`src/rtl/countdown_timer_bcd_if.sv`:
```
// Front-panel control and display bundle for the two-digit BCD countdown timer.
// The master drives load/start/pause and presets; the slave returns digits and status.
interface countdown_timer_bcd_if;
  logic       load;
  logic [3:0] init_tens;
  logic [3:0] init_ones;
  logic       start;
  logic       pause;
  logic [3:0] tens;
  logic [3:0] ones;
  logic       running;
  logic       done;
  logic       expired;

  modport master (
    output load, init_tens, init_ones, start, pause,
    input  tens, ones, running, done, expired
  );

  modport slave (
    input  load, init_tens, init_ones, start, pause,
    output tens, ones, running, done, expired
  );
endinterface

```
`src/rtl/countdown_timer_bcd.sv`:
```
// Two-digit BCD down-counter: load/start/pause control, prescaled stepping,
// one-cycle done pulse on reaching 00 and a held expired flag.
module countdown_timer_bcd #(
  parameter int TICK_DIV = 4
) (
  input  logic                  clk,
  input  logic                  resetN,
  countdown_timer_bcd_if.slave  bus
);

  localparam int PW = (TICK_DIV > 1) ? $clog2(TICK_DIV) : 1;
  localparam logic [PW-1:0] PRE_TOP = PW'(TICK_DIV - 1);

  typedef enum logic [1:0] {IDLE, RUN, PAUSE, DONE} state_t;

  state_t        r_state, w_state_nxt;
  logic [3:0]    r_tens, w_tens_nxt;
  logic [3:0]    r_ones, w_ones_nxt;
  logic [PW-1:0] r_pre, w_pre_nxt;
  logic          r_done, w_done_nxt;
  logic          w_advance;
  logic [7:0]    w_step;

  function automatic logic [3:0] clamp_bcd(input logic [3:0] d);
    return (d > 4'd9) ? 4'd9 : d;
  endfunction

  // One decrement with borrow; 00 stays 00 so the count can never wrap.
  function automatic logic [7:0] bcd_dec(input logic [3:0] t, input logic [3:0] o);
    if (t == 4'd0 && o == 4'd0) return 8'h00;
    if (o != 4'd0)              return {t, o - 4'd1};
    return {t - 4'd1, 4'd9};
  endfunction

  assign w_step = bcd_dec(r_tens, r_ones);

  always_ff @(posedge clk or negedge resetN) begin
    if (!resetN) begin
      r_state <= IDLE;
      r_tens  <= 4'd0;
      r_ones  <= 4'd0;
      r_pre   <= '0;
      r_done  <= 1'b0;
    end else begin
      r_state <= w_state_nxt;
      r_tens  <= w_tens_nxt;
      r_ones  <= w_ones_nxt;
      r_pre   <= w_pre_nxt;
      r_done  <= w_done_nxt;
    end
  end

  always_comb begin
    w_state_nxt = r_state;
    w_tens_nxt  = r_tens;
    w_ones_nxt  = r_ones;
    w_pre_nxt   = r_pre;
    w_done_nxt  = 1'b0;
    w_advance   = 1'b0;

    if (bus.load) begin
      w_state_nxt = IDLE;
      w_pre_nxt   = '0;
      w_tens_nxt  = clamp_bcd(bus.init_tens);
      w_ones_nxt  = clamp_bcd(bus.init_ones);
    end else begin
      unique case (r_state)
        IDLE: begin
          if (bus.start) begin
            if (r_tens == 4'd0 && r_ones == 4'd0) begin
              w_state_nxt = DONE;
              w_done_nxt  = 1'b1;
            end else begin
              w_state_nxt = RUN;
              w_pre_nxt   = '0;
            end
          end
        end
        RUN: begin
          if (bus.pause) w_state_nxt = PAUSE;
          else           w_advance   = 1'b1;
        end
        // The resume edge counts, so a pause from P to R costs exactly R-P cycles.
        PAUSE: begin
          if (bus.start) begin
            w_state_nxt = RUN;
            w_advance   = 1'b1;
          end
        end
        default: ;
      endcase

      if (w_advance) begin
        if (r_pre == PRE_TOP) begin
          w_pre_nxt  = '0;
          w_tens_nxt = w_step[7:4];
          w_ones_nxt = w_step[3:0];
          if (w_step == 8'h00) begin
            w_state_nxt = DONE;
            w_done_nxt  = 1'b1;
          end
        end else begin
          w_pre_nxt = r_pre + 1'b1;
        end
      end
    end
  end

  assign bus.tens    = r_tens;
  assign bus.ones    = r_ones;
  assign bus.running = (r_state == RUN);
  assign bus.expired = (r_state == DONE);
  assign bus.done    = r_done;

endmodule

```
`src/flat_wrapper.sv`:
```
// flat-port wrapper written by rule: the top's interface ports become plain ports
module countdown_timer_bcd_flat 
#(
  parameter int TICK_DIV = 4
)
  (clk, resetN, bus_load, bus_init_tens, bus_init_ones, bus_start, bus_pause, bus_tens, bus_ones, bus_running, bus_done, bus_expired);
  countdown_timer_bcd_if bus_i ();
  input  logic clk;
  input  logic resetN;
  input wire logic [$bits(bus_i.load)-1:0] bus_load;
  input wire logic [$bits(bus_i.init_tens)-1:0] bus_init_tens;
  input wire logic [$bits(bus_i.init_ones)-1:0] bus_init_ones;
  input wire logic [$bits(bus_i.start)-1:0] bus_start;
  input wire logic [$bits(bus_i.pause)-1:0] bus_pause;
  output wire logic [$bits(bus_i.tens)-1:0] bus_tens;
  output wire logic [$bits(bus_i.ones)-1:0] bus_ones;
  output wire logic [$bits(bus_i.running)-1:0] bus_running;
  output wire logic [$bits(bus_i.done)-1:0] bus_done;
  output wire logic [$bits(bus_i.expired)-1:0] bus_expired;
  assign bus_i.load = bus_load;
  assign bus_i.init_tens = bus_init_tens;
  assign bus_i.init_ones = bus_init_ones;
  assign bus_i.start = bus_start;
  assign bus_i.pause = bus_pause;
  assign bus_tens = bus_i.tens;
  assign bus_ones = bus_i.ones;
  assign bus_running = bus_i.running;
  assign bus_done = bus_i.done;
  assign bus_expired = bus_i.expired;
  countdown_timer_bcd #(.TICK_DIV(TICK_DIV)) u_core (.clk(clk), .resetN(resetN), .bus(bus_i));
endmodule
```
`config.mk`:
```
export PLATFORM = sky130hd
export DESIGN_NAME = countdown_timer_bcd_flat
export DESIGN_NICKNAME = d
export VERILOG_FILES = /design/src/rtl/countdown_timer_bcd_if.sv /design/src/rtl/countdown_timer_bcd.sv /design/src/flat_wrapper.sv
export SDC_FILE = /design/constraint.sdc
export NUM_CORES = 1
export LEC_CHECK = 0
export ABC_CLOCK_PERIOD_IN_PS = 3100
export BUFFER_PORTS_ARGS = -buffer_cell sky130_fd_sc_hd__buf_2
export CAP_MARGIN = 10
export CORE_MARGIN = 3
export CORE_UTILIZATION = 35
export CTS_BUF_LIST = sky130_fd_sc_hd__clkbuf_16
export DETAILED_ROUTE_END_ITERATION = 12
export HOLD_SLACK_MARGIN = 0.15
export PLACE_DENSITY = 0.63
export SYNTH_ARGS = -nofsm -noshare
export SYNTH_HDL_FRONTEND = slang
export SYNTH_SLANG_ARGS = --single-unit
```
`constraint.sdc`:
```
create_clock -name clk -period 3.1 [get_ports clk]
set_clock_uncertainty 0.1 [all_clocks]
set_input_delay 0.31 -clock clk [delete_from_list [all_inputs] [get_ports clk]]
set_output_delay 0.31 -clock clk [all_outputs]
set_load 0.05 [all_outputs]
```
## Word-level counts from Yosys, hierarchy flattened

Index checks and enable logic that the tools add are counted.

| word-level totals | value |
|---|---|
| register bits after elaboration | 13 |
| logic and storage cells | 67 |
| bits of input ports | 13 |
| output and inout bits | 11 |

| operators by class | value |
|---|---|
| order comparisons | 2 |
| multiplexer cells | 40 |
| equality and inequality tests | 5 |
| reduce and logical (&&, ||, !) cells | 12 |
| $add $sub $neg | 3 |

Operators by type and width:

| operator | number |
|---|---|
| $mux 4 | 8 |
| $mux 8 | 4 |
| $mux 2 | 14 |
| $mux 1 | 12 |
| $gt 4x4->1 const B | 2 |
| $logic_not 4->1 | 2 |
| $logic_not 8->1 | 1 |
| $sub 4x1->4 const B | 2 |
| $eq 2x2->1 const B | 3 |
| $pmux 2 s3 | 1 |
| $reduce_bool 3->1 | 2 |
| $reduce_bool 2->1 | 2 |
| $reduce_bool 4->1 | 1 |
| $ne 3x3->1 const B | 1 |
| $reduce_and 3->1 | 1 |
| $add 2x1->2 const B | 1 |
| $eq 2x1->1 const B | 1 |
| $logic_not 2->1 | 1 |
| $pmux 1 s2 | 1 |
| $reduce_and 2->1 | 1 |
| $logic_and 1x1->1 | 1 |

## Logic depth before layout (Yosys ltp)

Gate-level depths: netlist (run 1).

| depth | value |
|---|---|
| depth in word-level cells | 11 |
| mapped depth | 7 |
| depth with buffers taken out | 6 |

## Least setup slack after synthesis (run 1)

OpenSTA, ideal clock, no wires.

| timing path | value |
|---|---|
| path type | register to register |
| from | register u_core.r_ones[0] (netlist: u_core.bus.ones[0]) |
| to | register u_core.r_tens[2] (netlist: u_core.bus.tens[2]) |
| cell stages (with the launch flop) | 8 |
| setup slack | 0.833 ns |
| period minus slack after synthesis | 2.267 ns |
| library setup time | 0.137 ns |
| buffers on the path | 1 |
| arrival | 2.030 ns |
| data required time | 2.863 ns |
| path through | dfrtp_1 inv_1 ha_1 or3b_1 buf_6 a2111oi_4 mux2i_1 o22ai_1 |

| on the way | value |
|---|---|
| longest elaborated chain between the ends | 8 |
| elaborated cells on any way between the ends | 12 |
| those cells by class | mux: 9; reduce/logical: 3 |

RTL lines:

| item | RTL line | text |
|---|---|---|
| start: declaration | countdown_timer_bcd.sv:18 | `logic [3:0] r_ones, w_ones_nxt;` |
| start signal: assignment | countdown_timer_bcd.sv:47 | `r_ones <= w_ones_nxt;` |
| $reduce_bool 4->1 | countdown_timer_bcd.sv:31 | `if (o != 4'd0) return {t, o - 4'd1};` |
| $mux 1 (2 in series) | countdown_timer_bcd.sv:31 |  |
| $mux 8 | countdown_timer_bcd.sv:32 | `return {t - 4'd1, 4'd9};` |
| $mux 8 * | countdown_timer_bcd.sv:31 |  |
| $mux 4 * | countdown_timer_bcd.sv:94 | `if (r_pre == PRE_TOP) begin` |
| $mux 4 * | countdown_timer_bcd.sv:93 | `if (w_advance) begin` |
| $mux 4 * | countdown_timer_bcd.sv:61 | `if (bus.load) begin` |
| end signal: assignment | countdown_timer_bcd.sv:46 | `r_tens <= w_tens_nxt;` |
| end: declaration | countdown_timer_bcd.sv:17 | `logic [3:0] r_tens, w_tens_nxt;` |

Mark *: on every way between the ends. The rest lies on a longest branch, timed or not. The select of a mux whose other input is x is not followed.
A chain may end at the register's enable or synchronous reset.

## Final worst setup path (run 1)

Ends and elaborated chain as after synthesis.

==> results of run 1 <==
-- cells in the final DEF, fill, tap and decap left out, types with 3 or more instances in the layout --
cell type / instances
sky130_fd_sc_hd__inv_1: 11
sky130_fd_sc_hd__o21ai_0: 7
sky130_fd_sc_hd__nand2_1: 12
sky130_fd_sc_hd__nor4_1: 3
sky130_fd_sc_hd__dfrtp_1: 13
sky130_fd_sc_hd__nand2b_1: 5
sky130_fd_sc_hd__o22ai_1: 3
sky130_fd_sc_hd__nor2_1: 10
sky130_fd_sc_hd__clkbuf_16: 3
sky130_fd_sc_hd__ha_1: 8
sky130_fd_sc_hd__buf_2: 23
sky130_fd_sc_hd__mux2i_1: 5
-- per-layer routing --
layer,up-vias,wire length (um),GRT usage
met1,468,1180,0.199
met5,-,0,0
met2,19,1160,0.241
met4,0,19,0.0588
met3,2,91,0.0383
li1,488,-,-
-- cell usage after synthesis --
cell type                    n
sky130_fd_sc_hd__dfrtp_1    13
sky130_fd_sc_hd__nand2_1    12
sky130_fd_sc_hd__inv_1      10
sky130_fd_sc_hd__nor2_1     10
sky130_fd_sc_hd__ha_1        8
sky130_fd_sc_hd__o21ai_0     7
sky130_fd_sc_hd__mux2i_1     5
sky130_fd_sc_hd__nand2b_1    5
sky130_fd_sc_hd__nor4_1      3
sky130_fd_sc_hd__o22ai_1     3
sky130_fd_sc_hd__a211oi_1    2
sky130_fd_sc_hd__a21boi_0    2
sky130_fd_sc_hd__a21oi_1     2
sky130_fd_sc_hd__clkbuf_1    2
sky130_fd_sc_hd__nand3_1     2
sky130_fd_sc_hd__nand3b_1    2
sky130_fd_sc_hd__nor3_1      2
sky130_fd_sc_hd__nor3b_1     2
sky130_fd_sc_hd__o211ai_1    2
sky130_fd_sc_hd__o21a_1      2
sky130_fd_sc_hd__a2111oi_4   1
sky130_fd_sc_hd__a211o_1     1
sky130_fd_sc_hd__a211oi_2    1
sky130_fd_sc_hd__a21o_1      1
sky130_fd_sc_hd__a21oi_2     1
sky130_fd_sc_hd__a221o_1     1
sky130_fd_sc_hd__a32o_1      1
sky130_fd_sc_hd__and2_1      1
sky130_fd_sc_hd__and3_1      1
sky130_fd_sc_hd__and4b_1     1
sky130_fd_sc_hd__buf_6       1
sky130_fd_sc_hd__nand4_1     1
sky130_fd_sc_hd__nor2b_1     1
sky130_fd_sc_hd__o21ai_1     1
sky130_fd_sc_hd__o21bai_1    1
sky130_fd_sc_hd__o311a_1     1
sky130_fd_sc_hd__o311ai_0    1
sky130_fd_sc_hd__o31a_1      1
sky130_fd_sc_hd__o31ai_1     1
sky130_fd_sc_hd__o32ai_1     1
sky130_fd_sc_hd__or3_1       1
sky130_fd_sc_hd__or3b_1      1
sky130_fd_sc_hd__or3b_2      1
-- worst register-to-register path, stage by stage, from the launching register on --
cell and delay, ns:
sky130_fd_sc_hd__dfrtp_1 0.40, sky130_fd_sc_hd__inv_1 0.11, sky130_fd_sc_hd__ha_1 0.26, sky130_fd_sc_hd__or3b_1 0.51
sky130_fd_sc_hd__a2111oi_4 0.32, sky130_fd_sc_hd__mux2i_1 0.24, sky130_fd_sc_hd__o22ai_1 0.10
-- flip-flops by register name (all words and copies together) (netlist names) --
signal,count
u_core.bus.ones,4
u_core.bus.tens,4
u_core.r_pre,2
u_core.r_state,2
u_core.bus.done,1
-- cells by family (layout without fill, tap and decap cells) --
group,after synthesis,count (layout),synth area share
fa+ha+maj,8,8,0.0964
simple gates,46,46,0.233
flops,13,13,0.313
compound gates,34,34,0.255
mux,5,5,0.0482
buf+inv,13,38,0.0542
-- power groups by stage --
| stage | clock network (mW) | logic (mW) | registers, mW |
|---|---|---|---|
| final | 0.242 | 0.159 | 0.199 |
| after global routing | 0.259 | 0.174 | 0.202 |
| after CTS | 0.251 | 0.159 | 0.199 |
| after detailed placement | 0 | 0.157 | 0.202 |
| after global placement | 0 | 0.154 | 0.201 |
| after floorplan | 0 | 0.0846 | 0.231 |
-- layout make-up --
cell class	count	area, um^2	share of cell area
Clock inverter	1	3.75	0.00297
Clock buffer	3	75.1	0.0595
Sequential cell	13	325	0.258
Multi-Input combinational cell	93	657	0.520
Inverter	10	37.5	0.0297
Tap cell	31	38.8	0.0307
Timing Repair Buffer	24	125	0.0991
-- stage by stage --
step	utilization	power, mW
2_1_floorplan	-	0.315
5_1_grt	0.454	0.635
3_3_place_gp	0.422	0.355
3_5_place_dp	0.422	0.359
4_1_cts	0.454	0.609
6_report	0.454	0.600
-- repair_timing --
item                                   in CTS  in global routing
endpoints found under the hold margin      13                  0
hold buffers                                1                  0
buffers inserted                            0                  0
-- final timing paths --
kind / startpoint / depth (start not counted) / to
setup / recovery: u_core.bus.ones[0]$_DFFE_PN0P_ / 6 / u_core.bus.tens[2]$_DFFE_PN0P_
hold / removal: bus_init_tens[3] / 2 / u_core.bus.tens[1]$_DFFE_PN0P_
setup reg to reg: u_core.bus.ones[0]$_DFFE_PN0P_ / 6 / u_core.bus.tens[2]$_DFFE_PN0P_
hold reg to reg: u_core.r_pre[1]$_DFFE_PN0P_ / 2 / u_core.r_pre[1]$_DFFE_PN0P_
max in group asynchronous: resetN / 2 / u_core.bus.tens[3]$_DFFE_PN0P_
min in group asynchronous: resetN / 2 / u_core.bus.tens[2]$_DFFE_PN0P_
==> results by group, run 1 <==
Critical path
  – Number of buffers and inverters on the critical path: 1
  – Top fanout value on the critical path: 7
  – Startpoint class of the critical path: register
  – Critical Path, Cell by Cell: inv_1 > ha_1 > or3b_1 > a2111oi_4 > mux2i_1 > o22ai_1
  – Master of the slowest instance on the critical path: sky130_fd_sc_hd__or3b_1
  – Register-to-register path setup slack: 0.94 ns
  – Worst path max stage delay: 0.51 ns
  – Crit path max-delay family: simple AND/OR/NAND/NOR gates
  – Critical path required time: between 3 and 4 ns
  – Capturing element type of the critical path: register
  – Data arrival, critical path: roughly 2.2 ns
  – Type of the worst setup path: register to register

Place
  – Placement-stage cell area: 1170 um^2
  – GPL Wtd Cong: 0.793
  – Port buffer count: 23
  – Worst setup slack before clock tree synthesis: between 0.9 and 1 ns
  – Final HPWL from detailed placement: 1.88 mm
  – Cell count after placement: 170

Clock tree
  – Clk slew on worst S/H paths: 0.05 ns
  – Worst-Skew Late Latency: between 0.2 and 0.25 ns
  – H-tree level count: 1
  – Clock Path Buffers: 2
  – Sinks on the clock net: 13
  – Count of instances resized after the clock tree is built: 0
  – Root Driver: sky130_fd_sc_hd__clkbuf_16
  – Clock tree from TritonCTS: done
  – Total CTS buffers: 3

Logic synthesis
  – Leading cell types by total area after synthesis: sky130_fd_sc_hd__dfrtp_1, sky130_fd_sc_hd__ha_1, sky130_fd_sc_hd__mux2i_1
  – Area of the mapped netlist: a little over 1000 um^2
  – Share of Yosys cell area claimed by the top area cell type: 0.313
  – Cell taking the most area after synthesis: sky130_fd_sc_hd__dfrtp_1
  – Post-synth net total: 140
  – Mean area per synthesized cell: slightly below 9 um^2
  – Share of synthesized area occupied by flip-flops and latches: 0.313
  – YS warnings: 0
  – Number of synthesized register bits: 13
  – Number of instances in the synthesized netlist: between 100 and 150
  – Unique cell type count in the Yosys netlist: 43

Timing
  – Setup_tns: 0 ns
  – Highest achievable clock rate: 464 MHz
  – Unrepaired setup endpoints after global routing: no
  – Minimum clock period: 2.16 ns
  – Slew Viols, Final: 0
  – Worst setup slack after layout: 0.945 ns
  – Final critical-path share of the clock period: 0.695
  – Actual transition at the worst max-transition pin: 0.607 ns
  – Final hold vios: 0
  – Post-Route Hold Slack: 0.194 ns
  – Max_slew headroom: 0.595
  – Setup-violating endpoint count in the final report: 0

GRT
  – Maximum number of pins on one net before global-route repair: 25
  – Via count of the first global-routing pass: 985
  – Global-route wire length before repair: 4.20 mm
  – Remaining Overflow, GRT: 0
  – Total track usage: 0.152
  – Initial antenna violation count: 0

Power and ir drop
  – Switching share of power: 0.324
  – Sequential Power Share: 0.332
  – Net Sw Power: 0.195 mW
  – Leakage power: 0.552 nW
  – PD cells: 476 nW/um^2
  – Combinational power share: 0.264
  – Internal Pwr Total: 0.406 mW
  – Clock network fraction of design power: 0.404
  – Worst vdd rail ir drop: about 0.00032 V

Drt
  – Drt drc: 0
  – Total wire length: ~2.5 mm
  – Detail-routed via count per cell: 5.58
  – ANT nets after route: 0
  – Wire length per cell after detailed routing: around 14 um
  – First DRT Iteration DRCs: 22
  – Via Count: just under 1,000
  – Pre-Repair DR Iteration Count: 4

Layout
  – Final non-filler cell total: 175
  – Count of fill cells added during filler insertion: ~270
  – Final standard cell area without fillers: 1260 um^2
  – Net count of the finished layout: ~170
  – Proportion of layout cells with a drive suffix above 1: 0.208
  – Number of antenna diodes: 0
  – Area Overhead vs Synth: 21.6%

Run status
  – Outcome: complete, no violations

Floorplanning
  – Initial Util: 0.373
  – Placeable core region: approximately 2800 um^2
  – Full die area: 3660 um^2
  – Cell row count: 19
  – Die span in y: 60.5 um
  – Die extent in x: 60.5 um
  – Number of I/O pins: 24

Hold path
  – Kind of path behind the tightest hold check: primary input to register

Run
  – Max_cap viols: 0
Power figures use the tool's default switching activity.
==> run 2: changes to the inputs <==
Settings changed: ABC_AREA from default to 1, ABC_CLOCK_PERIOD_IN_PS 3100 to 1800, PLACE_DENSITY 0.63 to 0.65.
Clock period 3.1 ns to 1.8 ns, I/O delays scaled along.
==> results by group, run 2 <==
Power and ir drop
  – PD cells: 958 nW/um^2
  – Sequential Power Share: 0.283
  – Switching share of power: 0.386
  – Leakage power: a little under 0.7 nW
  – Combinational power share: 0.397
  – Internal Pwr Total: roughly 0.8 mW
  – Worst vdd rail ir drop: ~0.00065 V
  – Power Total: ~1.3 mW
  – Net Sw Power: slightly above 0.5 mW
  – Clock network fraction of design power: 0.321

Layout
  – Area Overhead vs Synth: 38.8%
  – Footprint of the flip-flops and latches: 329 um^2
  – Most common cell after layout, fill and taps aside: sky130_fd_sc_hd__nand2_1
  – Net count of the finished layout: 199
  – Final non-filler cell total: 207
  – Post-Route Utilization: 0.530
  – Number of antenna diodes: 0
  – Multi-input gate area in the final layout: 626 um^2
  – Top library cells by usage in the layout, fill and taps aside: sky130_fd_sc_hd__nand2_1, sky130_fd_sc_hd__buf_2, sky130_fd_sc_hd__dfrtp_1
  – Count of fill cells added during filler insertion: 258
  – Proportion of layout cells with a drive suffix above 1: 0.401

Logic synthesis
  – Share of Yosys cell area claimed by the top area cell type: 0.332
  – Async set-or-reset flop fraction in the synthesized netlist: 1.00
  – YS warnings: 0
  – Fraction of synthesized cell area in xor and xnor cells: 0
  – Share of synthesized area occupied by flip-flops and latches: 0.332
  – Dominant combinational cell family by area after synthesis: simple AND/OR/NAND/NOR gates
  – Top post-synthesis cells by count: sky130_fd_sc_hd__nand2_1, sky130_fd_sc_hd__inv_1, sky130_fd_sc_hd__dfrtp_1
  – Number of enable-type register cells in the synthesized netlist: 0
  – Post-synth net total: around 160
  – Area of the mapped netlist: between 900 and 1000 um^2
  – Unique cell type count in the Yosys netlist: 23
  – Mean area per synthesized cell: a little under 7 um^2
  – Simple-gate share of the synthesized area: 0.334
  – Number of instances in the synthesized netlist: 141
  – Number of synthesized register bits: 13
  – Leading cell types by total area after synthesis: sky130_fd_sc_hd__dfrtp_1, sky130_fd_sc_hd__nand2_1, sky130_fd_sc_hd__ha_1
  – Post-synthesis mux area share: 0
  – Share of synthesized cell area in full adder, half adder and majority cells: 0.102
  – Library cell with the highest instance count after synthesis: sky130_fd_sc_hd__nand2_1
  – Top flip-flop cell by instance count after synthesis: sky130_fd_sc_hd__dfrtp_1
  – Compound-gate portion of the synthesized area: 0.144
  – Cell taking the most area after synthesis: sky130_fd_sc_hd__dfrtp_1

Clock tree
  – Root Driver: sky130_fd_sc_hd__clkbuf_16
  – Clk slew on worst S/H paths: 0.05 ns
  – Clock Path Buffers: 2
  – Clock tree from TritonCTS: done
  – H-tree level count: 1
  – Sinks on the clock net: 13
  – Worst-Skew Late Latency: around 0.24 ns
  – Total CTS buffers: 3

Drt
  – First DRT Iteration DRCs: 39
  – Pre-Repair DR Iteration Count: 4
  – ANT nets after route: 0
  – Via Count: 1,053
  – Total wire length: between 2 and 3 mm
  – Detail-routed via count per cell: 5.09
  – Drt drc: 0
  – Wire length per cell after detailed routing: 12.2 um

Hold path
  – Hold depth: 3
  – Kind of path behind the tightest hold check: primary input to register
  – Launch instance of the worst min-delay path: bus_init_tens[2]
  – End of the worst hold path: u_core.bus.tens[2]$_DFFE_PN0P_

Timing
  – Final hold vios: 0
  – Slew Viols, Final: 0
  – Minimum clock period: roughly 1.7 ns
  – Setup-violating endpoint count in the final report: 0
  – Max_slew headroom: 0.799
  – Setup_tns: 0 ns
  – Final critical-path share of the clock period: 0.952
  – Highest achievable clock rate: 584 MHz
  – Actual transition at the worst max-transition pin: between 0.2 and 0.3 ns

Place
  – GPL Wtd Cong: 0.829
  – Port buffer count: 23
  – Final HPWL from detailed placement: ~1.8 mm
  – Cell count after placement: between 150 and 200

Floorplanning
  – Initial Util: 0.382
  – Placeable core region: 2570 um^2
  – Number of I/O pins: 24
  – Full die area: 3470 um^2
  – Die span in y: 58.9 um
  – Cell row count: 18
  – Die extent in x: 58.9 um

Run
  – Max_cap viols: 0

GRT
  – Via count of the first global-routing pass: 925
  – Initial antenna violation count: 0
  – Total track usage: 0.146
  – Remaining Overflow, GRT: 0
  – Maximum number of pins on one net before global-route repair: 14
  – Global-route wire length before repair: 3.88 mm

Critical path
  – Critical Path, Cell by Cell: dlygate4sd3_1 > buf_2 > clkinvlp_4 > buf_4 > nor2_1 > a21oi_1 > a22oi_1
  – Startpoint class of the critical path: primary input
  – Critical path required time: 1.86 ns
  – Worst reg2reg path startpoint: u_core.bus.ones[1]$_DFFE_PN0P_
  – Worst path max stage delay: 0.52 ns
  – Top fanout value on the critical path: 9
  – Type of the worst setup path: primary input to register
  – Worst R2R End: u_core.bus.done$_DFF_PN0_
  – Path depth of the worst reg2reg path: 11
  – Register-to-register path setup slack: between 0.08 and 0.09 ns
  – Data arrival, critical path: 1.77 ns
  – Capturing element type of the critical path: register
  – Master of the slowest instance on the critical path: sky130_fd_sc_hd__dlygate4sd3_1

Run status
  – Outcome: complete, no violations
==> run 2: cell count changes after synthesis, moves of 5 or more <==
cell / before / now
sky130_fd_sc_hd__mux2i_1: 5 / 0
sky130_fd_sc_hd__nand2_1: 12 / 40
sky130_fd_sc_hd__nand2b_1: 5 / 0
sky130_fd_sc_hd__a21oi_1: 2 / 9
sky130_fd_sc_hd__nand3_1: 2 / 10
sky130_fd_sc_hd__inv_1: 10 / 16
==> run 2: power by group through the flow <==
| stage | clock [mW] | combinational [mW] | sequential, mW |
|---|---|---|---|
| final | 0.418 | 0.517 | 0.369 |
| after detailed placement | 0 | 0.436 | 0.366 |
| after global routing | 0.445 | 0.571 | 0.374 |
| after floorplan | 0 | 0.236 | 0.462 |
| after global placement | 0 | 0.430 | 0.365 |
| after CTS | 0.427 | 0.444 | 0.363 |
==> run 2: final cells by class <==
type,instances,share of cell area
timing repair buffer,35,0.156
multi-input combinational,106,0.460
inverter,19,0.0570
clock inverter,1,0.00276
clock buffer,3,0.0551
tap,30,0.0276
sequential,13,0.242
==> run 2: what timing repair did <==
item                                    in CTS  in global routing
endpoints found under the setup margin       1                  9
pin swaps                                    2                 11
resized for setup                            1                 24
endpoints found under the hold margin       17                  0
hold buffers                                 3                  0
setup buffers                                0                  8
==> run 2: cell families after synthesis <==
logic type,count (synthesis)
flops,13
buf+inv,22
simple gates,73
fa+ha+maj,8
compound gates,25
==> run 2: metrics by stage <==
step	worst slack [ns]	cell area [um^2]	hold slack, ns
floorplan	0.0380	986	-0.216
global placement	0.0316	1130	-0.0104
detailed placement	0.0118	1130	-0.00257
CTS	0.000918	1240	0.157
global route	-0.0302	1360	0.175
finish	0.0872	1360	0.150
==> run 2: critical path: cells and delay by family <==
kind,cells,cell delay [ns]
simple gates,1,0.17
buf+inv,4,1.17
compound gates,2,0.24
==> run 2: routing by layer <==
| layer | global-route usage | wire (um) | up-vias |
|---|---|---|---|
| li1 | - | - | 531 |
| met1 | 0.185 | 1120 | 492 |
| met5 | 0 | 0 | - |
| met4 | 0.0324 | 12 | 0 |
| met2 | 0.244 | 1250 | 27 |
| met3 | 0.0461 | 126 | 3 |
==> run 2: worst max-delay path by stage <==
stage | start | end | slack [ns] | cells after the start
after global routing | u_core.bus.ones[1]$_DFFE_PN0P_ | u_core.r_state[1]$_DFF_PN0_ | -0.03 | 11
final | bus_load | u_core.bus.tens[1]$_DFFE_PN0P_ | 0.09 | 7
after CTS | u_core.bus.ones[0]$_DFFE_PN0P_ | u_core.r_state[1]$_DFF_PN0_ | 0.0009 | 10
after global placement | u_core.bus.ones[0]$_DFFE_PN0P_ | u_core.r_state[1]$_DFF_PN0_ | 0.03 | 10
after detailed placement | u_core.bus.ones[0]$_DFFE_PN0P_ | u_core.r_state[1]$_DFF_PN0_ | 0.01 | 10
after floorplan | u_core.bus.tens[0]$_DFFE_PN0P_ | u_core.r_state[0]$_DFF_PN0_ | 0.04 | 10
==> run 3: changes to the inputs <==
Settings changed: PLACE_DENSITY 0.65 to default.
==> results by group, run 3 (synthesized netlist as in run 2, its figures left out) <==
Run status
  – Outcome: complete, no violations

Clock tree
  – Clock Path Buffers: 2
  – H-tree level count: 1
  – Worst-Skew Late Latency: 0.24 ns
  – Sinks on the clock net: 13
  – Root Driver: sky130_fd_sc_hd__clkbuf_16
  – Clk slew on worst S/H paths: 0.05 ns
  – Total CTS buffers: 3
  – Clock tree from TritonCTS: done

Power and ir drop
  – PD cells: 938 nW/um^2
  – Worst vdd rail ir drop: 0.000743 V
  – Leakage power: 0.686 nW

GRT
  – Remaining Overflow, GRT: 0
  – Via count of the first global-routing pass: approximately 970
  – Initial antenna violation count: 0
  – Total track usage: 0.162
  – Maximum number of pins on one net before global-route repair: 14
  – Global-route wire length before repair: 4.28 mm

Floorplanning
  – Number of I/O pins: 24
  – Die span in y: 58.9 um
  – Placeable core region: 2570 um^2
  – Die extent in x: 58.9 um
  – Initial Util: 0.382
  – Cell row count: 18
  – Full die area: 3470 um^2

Critical path
  – Top fanout value on the critical path: 9
  – Register-to-register path setup slack: 0.12 ns
  – Critical path required time: 1.86 ns
  – Last element of the critical path: u_core.bus.ones[2]$_DFFE_PN0P_
  – Type of the worst setup path: primary input to register
  – Data arrival, critical path: 1.77 ns
  – Crit path from: bus_load
  – Worst R2R End: u_core.r_state[1]$_DFF_PN0_
  – Startpoint class of the critical path: primary input
  – Worst reg2reg path startpoint: u_core.r_state[1]$_DFF_PN0_
  – Path depth of the worst reg2reg path: 10
  – Capturing element type of the critical path: register

Drt
  – Via Count: 1,048
  – Pre-Repair DR Iteration Count: 5
  – Detail-routed via count per cell: just over 5
  – Drt drc: 0
  – Total wire length: 2.50 mm
  – Wire length per cell after detailed routing: 12.1 um
  – ANT nets after route: 0
  – First DRT Iteration DRCs: 30

Timing
  – Setup-violating endpoint count in the final report: 0
  – Max_slew headroom: 0.797
  – Highest achievable clock rate: 586 MHz
  – Slew Viols, Final: 0
  – Minimum clock period: ~1.7 ns
  – Actual transition at the worst max-transition pin: 0.304 ns
  – Post-Route Hold Slack: 0.168 ns
  – Final hold vios: 0
  – Final critical-path share of the clock period: 0.948

Layout
  – Top library cells by usage in the layout, fill and taps aside: sky130_fd_sc_hd__nand2_1, sky130_fd_sc_hd__buf_2, sky130_fd_sc_hd__inv_1, sky130_fd_sc_hd__dfrtp_1, sky130_fd_sc_hd__nor2_1
  – Area Overhead vs Synth: 36.0%
  – Proportion of layout cells with a drive suffix above 1: 0.328
  – Final standard cell area without fillers: around 1300 um^2
  – Most common cell after layout, fill and taps aside: sky130_fd_sc_hd__nand2_1
  – Post-Route Utilization: 0.519
  – Number of antenna diodes: 0
  – Net count of the finished layout: 199

Place
  – GPL Wtd Cong: between 0.8 and 0.9
  – Final HPWL from detailed placement: 1.90 mm
  – Placement-stage cell area: roughly 1100 um^2
  – Port buffer count: 23

Run
  – Max_cap viols: 0

Hold path
  – Kind of path behind the tightest hold check: primary input to register
  – Launch instance of the worst min-delay path: bus_init_tens[1]
run 3: cell count changes in the layout (fill, tap and decap cells not counted):
| cell | change |
|---|---|
| sky130_fd_sc_hd__nand2_2 | -4 |
| sky130_fd_sc_hd__a21oi_1 | +1 |
| sky130_fd_sc_hd__nand2_4 | -1 |
| sky130_fd_sc_hd__nand2_1 | +5 |
| sky130_fd_sc_hd__inv_1 | +4 |
| sky130_fd_sc_hd__nor2_1 | +2 |
| sky130_fd_sc_hd__dfrtp_1 | +1 |
| sky130_fd_sc_hd__inv_2 | -4 |
| sky130_fd_sc_hd__dfrtp_2 | -1 |
| sky130_fd_sc_hd__nor2_2 | -2 |
| sky130_fd_sc_hd__a21oi_2 | -1 |
run 3: how the worst min path moves through the flow:
stage                                     end  slack, ns  cells after the start
2_1_floorplan       u_core.bus.done$_DFF_PN0_      -0.22                      0
6_report       u_core.bus.tens[1]$_DFFE_PN0P_       0.17                      3
3_5_place_dp   u_core.bus.ones[2]$_DFFE_PN0P_     -0.009                      1
4_1_cts        u_core.bus.tens[1]$_DFFE_PN0P_       0.16                      3
5_1_grt        u_core.bus.tens[3]$_DFFE_PN0P_       0.19                      3
3_3_place_gp   u_core.bus.ones[2]$_DFFE_PN0P_      -0.01                      1
run 3: cell type report:
class / instances / area, um^2
Clock buffer: 3 / 75.1
Clock inverter: 1 / 3.75
Fill cell: 262 / 1230
Inverter: 19 / 77.6
Multi-Input combinational cell: 106 / 599
Sequential cell: 13 / 328
Tap cell: 30 / 37.5
Timing Repair Buffer: 35 / 213
run 3: stage by stage:
stage / setup slack [ns] / TNS (ns) / total power, mW / std cells
finish: 0.0939 / 0 / 1.25 / 207
detailed placement: 0.0541 / 0 / 0.801 / 192
global route: -0.0320 / -0.0488 / 1.34 / 207
global placement: 0.111 / 0 / 0.796 / 192
CTS: 0.0239 / 0 / 1.23 / 199
floorplan: 0.0380 / 0 / 0.697 / 141
run 3: timing repair:
item / 4_1_cts / 5_1_grt
hold endpoints to repair: 17 / 0
hold buffers: 3 / 0
gates resized for setup: 0 / 11
setup buffers: 0 / 8
setup endpoints to repair: 0 / 10
run 3: power by group:
group          total, mW  internal [mW]  switching [mW]
logic              0.471          0.155           0.317
clock network      0.415          0.293           0.122
registers          0.365          0.328          0.0366
run 3: worst max-delay path: stages:
cell	delay, ns
sky130_fd_sc_hd__dlygate4sd3_1	0.52
sky130_fd_sc_hd__buf_2	0.23
sky130_fd_sc_hd__clkinvlp_4	0.22
sky130_fd_sc_hd__or2_2	0.34
sky130_fd_sc_hd__o22ai_1	0.15
sky130_fd_sc_hd__nand2_1	0.06
sky130_fd_sc_hd__o21ai_0	0.06
run 3: metal layers:
metal  routed length [um]  share of wire  GRT usage
met1                 1120           0.45      0.204
met4                   27          0.011     0.0485
met2                 1190           0.48      0.263
met3                  158          0.063     0.0526
met5                    0              0          0
